[src/rtl/fmul_pkg.sv]
// Types and FP32 constants shared by the fmul front end and its integration.
package fmul_pkg;
  localparam int          MUL_LAT_FP32 = 13;
  localparam int          FP32_BITS    = 32;
  localparam int          TAG_BITS     = 4;
  localparam logic [31:0] FP_ONE       = 32'h3F800000;

  typedef struct packed {
    logic [TAG_BITS-1:0]  tag;
    logic [FP32_BITS-1:0] res;
    logic                 ex;
    logic                 done;
  } fmul_entry_t;
endpackage

[src/rtl/fmul_issue_queue.sv]
// Issue sequencer for the non-stallable fmul pipeline: reserves a ring slot per
// issued op, captures results in order and returns them over valid/ready.
module fmul_issue_queue
  import fmul_pkg::*;
#(
  parameter int FBITS   = FP32_BITS,
  parameter int TAGBITS = TAG_BITS,
  parameter int DEPTH   = 16,
  parameter int MUL_LAT = MUL_LAT_FP32
) (
  input  logic               i_clk,
  input  logic               i_rst,
  input  logic               i_req_valid,
  output logic               o_req_ready,
  input  logic [FBITS-1:0]   i_req_a,
  input  logic [FBITS-1:0]   i_req_b,
  input  logic [TAGBITS-1:0] i_req_tag,
  output logic               o_mul_ena,
  output logic [FBITS-1:0]   o_mul_a,
  output logic [FBITS-1:0]   o_mul_b,
  input  logic [FBITS-1:0]   i_mul_res,
  input  logic               i_mul_ex,
  input  logic               i_mul_valid,
  output logic               o_resp_valid,
  input  logic               i_resp_ready,
  output logic [FBITS-1:0]   o_resp_res,
  output logic               o_resp_ex,
  output logic [TAGBITS-1:0] o_resp_tag,
  output logic               o_busy,
  output logic               o_err
);
  localparam int          AW      = $clog2(DEPTH);
  localparam logic [AW:0] PTR_ONE = {{AW{1'b0}}, 1'b1};

  if (DEPTH < 2 || (DEPTH & (DEPTH - 1)) != 0) begin : g_bad_depth
    $error("fmul_issue_queue: DEPTH must be a power of 2 and >= 2");
  end
  if (MUL_LAT < 1) begin : g_bad_lat
    $error("fmul_issue_queue: MUL_LAT must be >= 1");
  end

  // Same layout as fmul_entry_t, sized to this instance.
  typedef struct packed {
    logic [TAGBITS-1:0] tag;
    logic [FBITS-1:0]   res;
    logic               ex;
    logic               done;
  } entry_t;

  entry_t        ring [DEPTH];
  logic [AW:0]   alloc_ptr, fill_ptr, head_ptr, occ;
  logic [AW-1:0] alloc_idx, fill_idx, head_idx;
  logic          full, issue, fill_en, pop;

  assign alloc_idx = alloc_ptr[AW-1:0];
  assign fill_idx  = fill_ptr[AW-1:0];
  assign head_idx  = head_ptr[AW-1:0];

  // occ never exceeds DEPTH, so its MSB alone flags a full ring.
  assign occ  = alloc_ptr - head_ptr;
  assign full = occ[AW];

  assign o_req_ready = ~i_rst & ~full;
  assign issue       = i_req_valid & o_req_ready;
  assign o_mul_ena   = issue;
  assign o_mul_a     = issue ? i_req_a : '0;
  assign o_mul_b     = issue ? i_req_b : '0;

  assign fill_en = i_mul_valid & (fill_ptr != alloc_ptr);

  assign o_resp_valid = ~i_rst & (head_ptr != fill_ptr) & ring[head_idx].done;
  assign o_resp_res   = o_resp_valid ? ring[head_idx].res : '0;
  assign o_resp_ex    = o_resp_valid & ring[head_idx].ex;
  assign o_resp_tag   = o_resp_valid ? ring[head_idx].tag : '0;
  assign pop          = o_resp_valid & i_resp_ready;

  assign o_busy = (occ != '0);

  always_ff @(posedge i_clk) begin
    if (i_rst) begin
      alloc_ptr <= '0;
      fill_ptr  <= '0;
      head_ptr  <= '0;
      o_err     <= 1'b0;
    end else begin
      if (issue)   alloc_ptr <= alloc_ptr + PTR_ONE;
      if (fill_en) fill_ptr  <= fill_ptr + PTR_ONE;
      if (pop)     head_ptr  <= head_ptr + PTR_ONE;
      if (i_mul_valid && !fill_en) o_err <= 1'b1;
    end
  end

  // Issue, fill and pop never target the same slot in one cycle.
  always_ff @(posedge i_clk) begin
    if (i_rst) begin
      for (int i = 0; i < DEPTH; i++) ring[i].done <= 1'b0;
    end else begin
      if (issue) begin
        ring[alloc_idx].tag  <= i_req_tag;
        ring[alloc_idx].done <= 1'b0;
      end
      if (fill_en) begin
        ring[fill_idx].res  <= i_mul_res;
        ring[fill_idx].ex   <= i_mul_ex;
        ring[fill_idx].done <= 1'b1;
      end
      if (pop) ring[head_idx].done <= 1'b0;
    end
  end
endmodule

[config.mk]
export PLATFORM = sky130hd
export DESIGN_NAME = fmul_issue_queue
export DESIGN_NICKNAME = d
export VERILOG_FILES = /design/src/rtl/fmul_pkg.sv /design/src/rtl/fmul_issue_queue.sv
export SDC_FILE = /design/constraint.sdc
export NUM_CORES = 1
export LEC_CHECK = 0
export BUFFER_PORTS_ARGS = -buffer_cell sky130_fd_sc_hd__clkbuf_2
export CAP_MARGIN = 40
export CORE_MARGIN = 1.5
export CORE_UTILIZATION = 31
export DETAILED_ROUTE_END_ITERATION = 8
export MAX_ROUTING_LAYER = met4
export PLACE_DENSITY = 0.48
export SLEW_MARGIN = 0
export SYNTH_ARGS = -nofsm -noshare
export SYNTH_HDL_FRONTEND = slang
export SYNTH_SLANG_ARGS = --single-unit
[constraint.sdc]
create_clock -name i_clk -period 4.45 [get_ports i_clk]
set_clock_uncertainty 0.2 [all_clocks]
set_input_delay 0.6675 -clock i_clk [delete_from_list [all_inputs] [get_ports i_clk]]
set_output_delay 0.6675 -clock i_clk [all_outputs]
set_load 0.01 [all_outputs]
======== Yosys cells after proc, flatten, opt, wreduce, memory -nomap -nowiden ========
Memories as Yosys holds them, arrays and structs flattened. A register that Yosys moved wholly into a read port is not among the register bits.
Index checks and enable logic that the tools add are counted.
Widths: inputs -> output; s select.
operators by class
  equal/unequal tests ..................... 2
  add/sub/neg operators ................... 4
  reductions and logical operators ........ 6
  bitwise gates (word level) .............. 9
  mux-type cells .......................... 26
operators by type and width
  kind                 count
  $mux 38              3
  $reduce_or 38->1     3
  $mux 32              3
  $mux 4               6
  $add 5x1->5 const B  3
  $mux 1               11
  $ne 5x5->1           2
  $and 1x1->1          7
  $mux 3               2
  $reduce_bool 5->1    1
  $sub 5x5->5          1
  $mux 2               1
  $not 1->1            2
  $logic_and 1x1->1    1
  $logic_not 1->1      1
word-level totals
  memory bits (writable) .................. 608
  output and inout bits ................... 106
  logic and storage cells ................. 52
  memories kept ........................... 1
  input port bits ......................... 106
  bits in registers ....................... 16
memory list
  memory  words  bits a word  read ports  clocked after Yosys merged registers in  write ports  line                    text
  ring    16     38           1           1                                        16           fmul_issue_queue.sv:50  entry_t ring [DEPTH];

======== Depth between registers and ports, before layout ========
Gate-level depths: netlist (run 1).
  depth in word-level cells ............... 9
  gate-level depth with buffers ........... 11
  gate-level depth less buffers ........... 9

======== Worst setup path after synthesis (run 1) ========
OpenSTA, ideal clock, no wires.
  kind .................................... reg-to-output
  start ................................... register alloc_ptr[0]
  end ..................................... output port o_mul_a[10]
  stages on the path, launching flop included .. 11
  data required time ...................... 3.582 ns
  arrival time ............................ 2.461 ns
  setup slack ............................. 1.121 ns
  path buffers ............................ 2
  cell sequence ........................... dfxtp_1 inv_1 ha_1 fa_1 nor2b_1 o21ai_0 a2111oi_2 or2_2 buf_4 clkbuf_1 and2_1
between the ends
  longest elaborated chain between the ends .. 5
RTL lines
  item                      line                    text
  start: declaration        fmul_issue_queue.sv:51  logic [AW:0] alloc_ptr, fill_ptr, head_ptr, occ;
  start signal: assignment  fmul_issue_queue.sv:86  if (issue) alloc_ptr <= alloc_ptr + PTR_ONE;
  $sub 5x5->5               fmul_issue_queue.sv:60  assign occ = alloc_ptr - head_ptr;
  $not 1->1                 fmul_issue_queue.sv:63  assign o_req_ready = ~i_rst & ~full;
  $and 1x1->1               fmul_issue_queue.sv:63
  $and 1x1->1               fmul_issue_queue.sv:64  assign issue = i_req_valid & o_req_ready;
  $mux 32                   fmul_issue_queue.sv:66  assign o_mul_a = issue ? i_req_a : '0;
  end: declaration          fmul_issue_queue.sv:19  output logic [FBITS-1:0] o_mul_a,
No other way between the ends.

======== Final worst setup path (run 1) ========
  start ................................... register alloc_ptr[0]
  end ..................................... output port o_mul_b[22]
between the ends
  longest elaborated chain between the ends .. 5
RTL lines
  item              line                    text
  $sub 5x5->5       fmul_issue_queue.sv:60
  $not 1->1         fmul_issue_queue.sv:63
  $and 1x1->1       fmul_issue_queue.sv:63
  $and 1x1->1       fmul_issue_queue.sv:64
  $mux 32           fmul_issue_queue.sv:67  assign o_mul_b = issue ? i_req_b : '0;
  end: declaration  fmul_issue_queue.sv:20  output logic [FBITS-1:0] o_mul_b,
No other way between the ends.

==> impl_metrics.tcl, run 1 <==
set metrics [dict create \
    cp-startpoint "alloc_ptr[0]" \
    wl_per_cell_um 24.67 \
    die_w_um 288.7 \
    crit_buf_inv 3 \
    synth_nets 1343 \
    ys_ff_latch 628 \
    ys_seq_area_frac 0.7311 \
    path_depth 10 \
    reg2reg_depth 7 \
    die-area_um2 83340 \
    start_util 0.3136 \
    tns_ps 0 \
    drtIter0Drc 881 \
    r2r_end "ring[10][32]" \
    p_sw_uw 2601 \
    critPathLaunchType "flop" \
    syn_inst 1220 \
    numCtsBuffers 68 \
    grt_use_met1 0.2042 \
    setup.worst_path.end_class "primary output" \
    antenna_found_initial 5 \
    synth_ff_type "edfxtp_1" \
    async_reset_ff_frac 0 \
    vdd_drop_max_mv 0.2555 \
    nets 1596 \
    grt_usage 0.1590 \
    power_uw 12740 \
    htreeDepth 3 \
    syn2layout_area_growth_pct 18.82 \
    rrSetupSlack_ps 880 \
    setup_viol 0 \
    power_density_nw_per_um2 423.9 \
    io-pin-count 212 \
    cts.path.max_buffers 3 \
    cts_tree "built" \
    met3_usage 0.02733 \
    core_region_area_um2 80680 \
    viasPerCell 4.951 \
    drive_gt1_frac 0.3609 \
    crit_chain "inv_1 -> ha_1 -> fa_1 -> nor2b_1 -> o21ai_0 -> a2111oi_2 -> or2_4 -> buf_12 -> and2_1 -> clkbuf_2" \
    worstHoldPathType "in2reg" \
    grt_overflow 0 \
    switching_share 0.2041 \
    p_int_uw 10140 \
    p_comb_frac 0.043 \
    min_period_ps 4190 \
    worst_pin_slew_ps 803.9 \
    arrival_ps 3320 \
    maxSlewViolCount 0 \
    synth_edf_count 592 \
    syn-cell-area_um2 25300 \
    grt_pass1_wl_um 92160 \
    rows 104 \
    r2r-start "alloc_ptr[3]" \
    clkTransAtPathRegs_ps 60 \
    root_buffer "clkbuf_16" \
    drc 8 \
    rsz0062_at_grt "no" \
    cp_max_fo 68 \
    violations "DRC" \
    top_usage_layer "met2" \
    cp_slowest_cell "a2111oi_2" \
    grt_max_degree 94 \
    synth_cell_types 50 \
    dp_slack_ps 578.1 \
    post-route-period-util 0.9415 \
    worstHoldStart "i_resp_ready" \
    clk_latency_ps 600 \
    critical_path_class "reg2out" \
    required_ps 3580 \
    fmax_ghz 0.2387 \
    status "complete, but fails checks" \
    max_stage_delay_ps 500 \
    portBuffers 211 \
    dp_hpwl_um 37220 \
    first_pass_iters 9 \
    layout_commonest_cell "edfxtp_1" \
    cp-endpoint "o_mul_b[22]" \
    synth_warnings 0 \
    vias 12820 \
    final_cell_mix "edfxtp_1, clkbuf_2, mux4_2" \
    die_h_um 288.7 \
    maxCapViolations 0 \
    final_antenna_net_count 0 \
    power_frac_seq 0.513 \
    p_leak_uw 0.009880 \
    maxSlewHeadroom 0.4629 \
    grt_util_met2 0.2583 \
    cts_sinks 628 \
    syn_avg_cell_area_um2 20.74 \
    setup_slack_ps 260.3 \
    wl_um 63860 \
    hold_violations 0 \
    gp_congestion 0.8695 \
    hold_buffers 0 \
    grt_pass1_vias 13610 \
    cp_top_family "adder cells" \
    clockPowerShare 0.444 \
]
## sequential cells by signal, indices dropped and copies added (netlist names), named ones only
register and flops:
alloc_ptr 5, fill_ptr 5, head_ptr 5, o_err 1
ring 608
## per-layer routing
metal  up-vias  routed length (µm)
li1       5498                   -
met1      6803               27510
met2       410               31740
met3       106                3012
met4         0                1599
met5         -                   0
## per-stage QoR
| step | std cells | cell area [µm²] | hold WS (ps) | utilization |
|---|---|---|---|---|
| 4_1_cts | 2584 | 30040 | 159.5 | 0.3724 |
| 3_3_place_gp | 2461 | 27770 | 268.0 | 0.3442 |
| 5_1_grt | 2588 | 30060 | 211.1 | 0.3726 |
| 6_report | 2589 | 30060 | 200.2 | 0.3726 |
| 3_5_place_dp | 2463 | 27810 | 281.5 | 0.3447 |
| 2_1_floorplan | 1220 | 25300 | 269.2 | - |
## worst min-delay path: cells and delay by family
family / cells / cell delay (ps)
AO/OA/AOI/OAI: 1 / 90
buffers and inverters: 2 / 200
## kinds of logic (layout without fill, tap and decap cells)
group | Yosys count | after routing | share of synthesized area
flip-flops | 628 | 628 | 0.7311
adder cells (fa/ha/maj) | 17 | 17 | 0.008703
buffers and inverters | 101 | 405 | 0.02087
AND/OR/NAND/NOR | 210 | 210 | 0.04500
other | 0 | 5 | 0
XOR/XNOR | 22 | 22 | 0.007615
multiplexers | 193 | 193 | 0.1713
AO/OA/AOI/OAI | 49 | 49 | 0.01538
## worst min-delay path by stage
stage / end / slack (ps) / cells past startpoint
2_1_floorplan: ring[4][0] / 270 / 2
3_3_place_gp: o_err / 270 / 2
3_5_place_dp: o_err / 280 / 2
4_1_cts: flop / 160 / 3
5_1_grt: flop / 210 / 3
6_report: flop / 200 / 3
## power by group through the flow
stage / registers (µW) / logic, µW / clock network, µW
floorplan: 6660 / 313 / 0
detailed placement: 6670 / 561 / 0
CTS: 6540 / 564 / 5820
finish: 6540 / 550 / 5650
global placement: 6660 / 553 / 0
global route: 6540 / 606 / 6020
## synthesized netlist by cell type (2+ instances only)
| library cell | count | area, µm² |
|---|---|---|
| clkbuf_1 | 28 | 105.1 |
| nor2_1 | 35 | 131.4 |
| nor2b_1 | 3 | 18.77 |
| buf_1 | 5 | 18.77 |
| mux4_1 | 10 | 262.8 |
| o311ai_0 | 11 | 96.34 |
| xor2_1 | 16 | 140.1 |
| a21oi_1 | 3 | 15.01 |
| edfxtp_1 | 592 | 17780 |
| o211ai_1 | 3 | 22.52 |
| nand4_1 | 4 | 25.02 |
| buf_6 | 14 | 157.7 |
| nor3_1 | 6 | 30.03 |
| and2_1 | 104 | 650.6 |
| o21ai_0 | 5 | 25.02 |
| nand2_1 | 37 | 138.9 |
| buf_2 | 18 | 90.09 |
| nand2b_1 | 3 | 18.77 |
| dfxtp_1 | 36 | 720.7 |
| ha_1 | 16 | 200.2 |
| a32oi_1 | 3 | 26.28 |
| a311o_1 | 3 | 30.03 |
| a22oi_1 | 12 | 90.09 |
| or2_2 | 2 | 12.51 |
| and3_1 | 4 | 25.02 |
| mux2i_1 | 3 | 30.03 |
| xnor2_1 | 6 | 52.55 |
| mux4_2 | 179 | 4031 |
| nor3b_1 | 6 | 45.04 |
| inv_1 | 32 | 120.1 |
| nand3_1 | 2 | 10.01 |
## area by class of cell
class,instances,area [µm²]
repair buffers,251,1589
inverters,33,123.9
multi-input cells,491,6279
diodes,5,12.51
well taps,1060,1326
clock buffers,87,1837
flip-flops and latches,628,18510
fillers,7402,50610
clock inverters,34,384.1
## timing repair
action,4_1_cts,5_1_grt
resized for setup,2,3
setup endpoints to repair,64,65
setup buffers,0,0
pin swaps,0,0
Note: power is estimated with default switching activity, not from simulation.
==> inputs of run 2 (changes only) <==
--- a/constraint.sdc
+++ b/constraint.sdc
@@ -4,2 +4,2 @@
 set_output_delay 0.6675 -clock i_clk [all_outputs]
-set_load 0.01 [all_outputs]
+set_load 0.02 [all_outputs]
==> run 2 against run 1 <==
Effect of this change: the run still ends with DRC left; first-iteration DRC count up 2.8%; global-route usage up 0.21 points; critical path depth unchanged; non-clock buffer count up 2; core utilization about the same; sequential share of layout area about the same; via count about the same; clock power down 2%; power down 0.67%; cell area about the same; critical path type unchanged; critical endpoint is now o_mul_a[20]; largest cell class unchanged.
==> impl_metrics.tcl, run 2 (synthesis gave the netlist of run 1 again) <==
set metrics [dict create \
    status "complete, but fails checks" \
    violations "DRC" \
    drtIter0Drc 906 \
    wl_per_cell_um 24.78 \
    power_frac_seq 0.517 \
    clockPowerShare 0.437 \
    numCtsBuffers 69 \
    clk_latency_ps 610 \
    wl_um 64340 \
    gp_congestion 0.8741 \
    die-area_um2 83340 \
    setup.worst_path.end_class "primary output" \
    worstHoldPathType "in2reg" \
    p_int_uw 9965 \
    dp_slack_ps 571.3 \
    grt_overflow 0 \
    tns_ps 0 \
    cts.path.max_buffers 3 \
    rsz0062_at_grt "no" \
    hold_buffers 0 \
    hold_violations 0 \
    nFillCells 7493 \
    setup_viol 0 \
    worstHoldStart "i_resp_ready" \
    rrSetupSlack_ps 1000 \
    antenna_found_initial 5 \
    r2r_end "ring[14][15]" \
    power_density_nw_per_um2 421.0 \
    rows 104 \
    viasPerCell 4.936 \
    largest_register_ffs 608 \
    final_antenna_net_count 0 \
    critical_path_class "reg2out" \
    syn2layout_area_growth_pct 18.83 \
    layout_commonest_cell "edfxtp_1" \
    clkTransAtPathRegs_ps 60 \
    post-route-period-util 0.9218 \
    p_comb_frac 0.046 \
    maxSlewViolCount 0 \
    maxCapViolations 0 \
    fmax_ghz 0.2438 \
    vias 12820 \
    die_w_um 288.7 \
    power_uw 12660 \
    place_inst 2465 \
    switching_share 0.2128 \
    r2r-start "alloc_ptr[3]" \
    cp_max_fo 68 \
    maxSlewHeadroom 0.5205 \
    vdd_drop_max_mv 0.2373 \
    p_sw_uw 2693 \
    min_period_ps 4102 \
    instances_no_fill 2596 \
    grt_pass1_vias 13640 \
    grt_max_degree 69 \
    start_util 0.3136 \
    die_h_um 288.7 \
    first_pass_iters 9 \
    top_register "ring" \
    drc 12 \
    grt_pass1_wl_um 93680 \
    worst_pin_slew_ps 717.7 \
    reg2reg_depth 7 \
    hold_depth 3 \
    critPathLaunchType "flop" \
    drive_gt1_frac 0.3612 \
    p_leak_uw 0.009869 \
    setup_slack_ps 348.2 \
    cts_sinks 628 \
    whs_ps 197.5 \
    cts_tree "built" \
    nets 1599 \
    io-pin-count 212 \
    final_cell_mix "edfxtp_1, clkbuf_2, mux4_2" \
    htreeDepth 3 \
    required_ps 3580 \
    portBuffers 211 \
    arrival_ps 3230 \
    grt_usage 0.1612 \
    root_buffer "clkbuf_16" \
    dp_hpwl_um 38250 \
    core_region_area_um2 80680 \
]
run 2: timing repair:
item | in CTS | in global routing
buffers inserted | 0 | 0
cloned | 0 | 0
pin swaps | 0 | 1
endpoints found under the setup margin | 64 | 65
gates resized for setup | 1 | 5
run 2: per-layer routing:
metal	vias up	global-route usage	wire length (µm)
met2	417	0.2651	32170
li1	5513	-	-
met5	-	-	0
met3	92	0.02773	3078
met4	0	0.04154	1279
met1	6793	0.2070	27810
run 2: stage by stage:
step | cell area, µm² | utilization
4_1_cts | 30040 | 0.3723
6_report | 30070 | 0.3727
3_5_place_dp | 27850 | 0.3451
3_3_place_gp | 27850 | 0.3451
2_1_floorplan | 25300 | -
5_1_grt | 30060 | 0.3726
run 2: how the worst max path moves through the flow:
stage | from | endpoint | slack, ps | depth (start not counted)
3_3_place_gp | alloc_ptr[0] | o_mul_a[8] | 720 | 10
3_5_place_dp | alloc_ptr[0] | o_mul_a[25] | 570 | 10
5_1_grt | alloc_ptr[1] | o_mul_b[12] | 90 | 9
2_1_floorplan | alloc_ptr[0] | o_mul_b[24] | 1030 | 10
6_report | alloc_ptr[0] | o_mul_a[20] | 350 | 10
4_1_cts | alloc_ptr[0] | o_mul_b[16] | 6 | 10
run 2: layout make-up:
cell class | count | area, µm² | share of cell area
tap | 1060 | 1326 | 0.04411
clock inverter | 39 | 375.4 | 0.01248
inverter | 33 | 123.9 | 0.004120
sequential | 628 | 18510 | 0.6157
timing repair buffer | 253 | 1622 | 0.05393
multi-input combinational | 491 | 6279 | 0.2088
antenna | 5 | 12.51 | 0.0004162
clock buffer | 87 | 1815 | 0.06039
run 2: power groups by stage:
stage / Clock (µW) / Sequential (µW) / Combinational [µW]
after global placement: 0 / 6660 / 585
after floorplan: 0 / 6660 / 341
after detailed placement: 0 / 6670 / 595
final: 5530 / 6540 / 585
after global routing: 5900 / 6550 / 639
after CTS: 5690 / 6540 / 597
run 2: critical path: stages, from the launching register on:
cell and delay (ps):
dfxtp_2 390, inv_1 100, ha_1 230, fa_1 410
nor2b_1 110, o21ai_0 140, a2111oi_2 420, or2_4 260
buf_12 230, and2_1 160, clkbuf_2 160
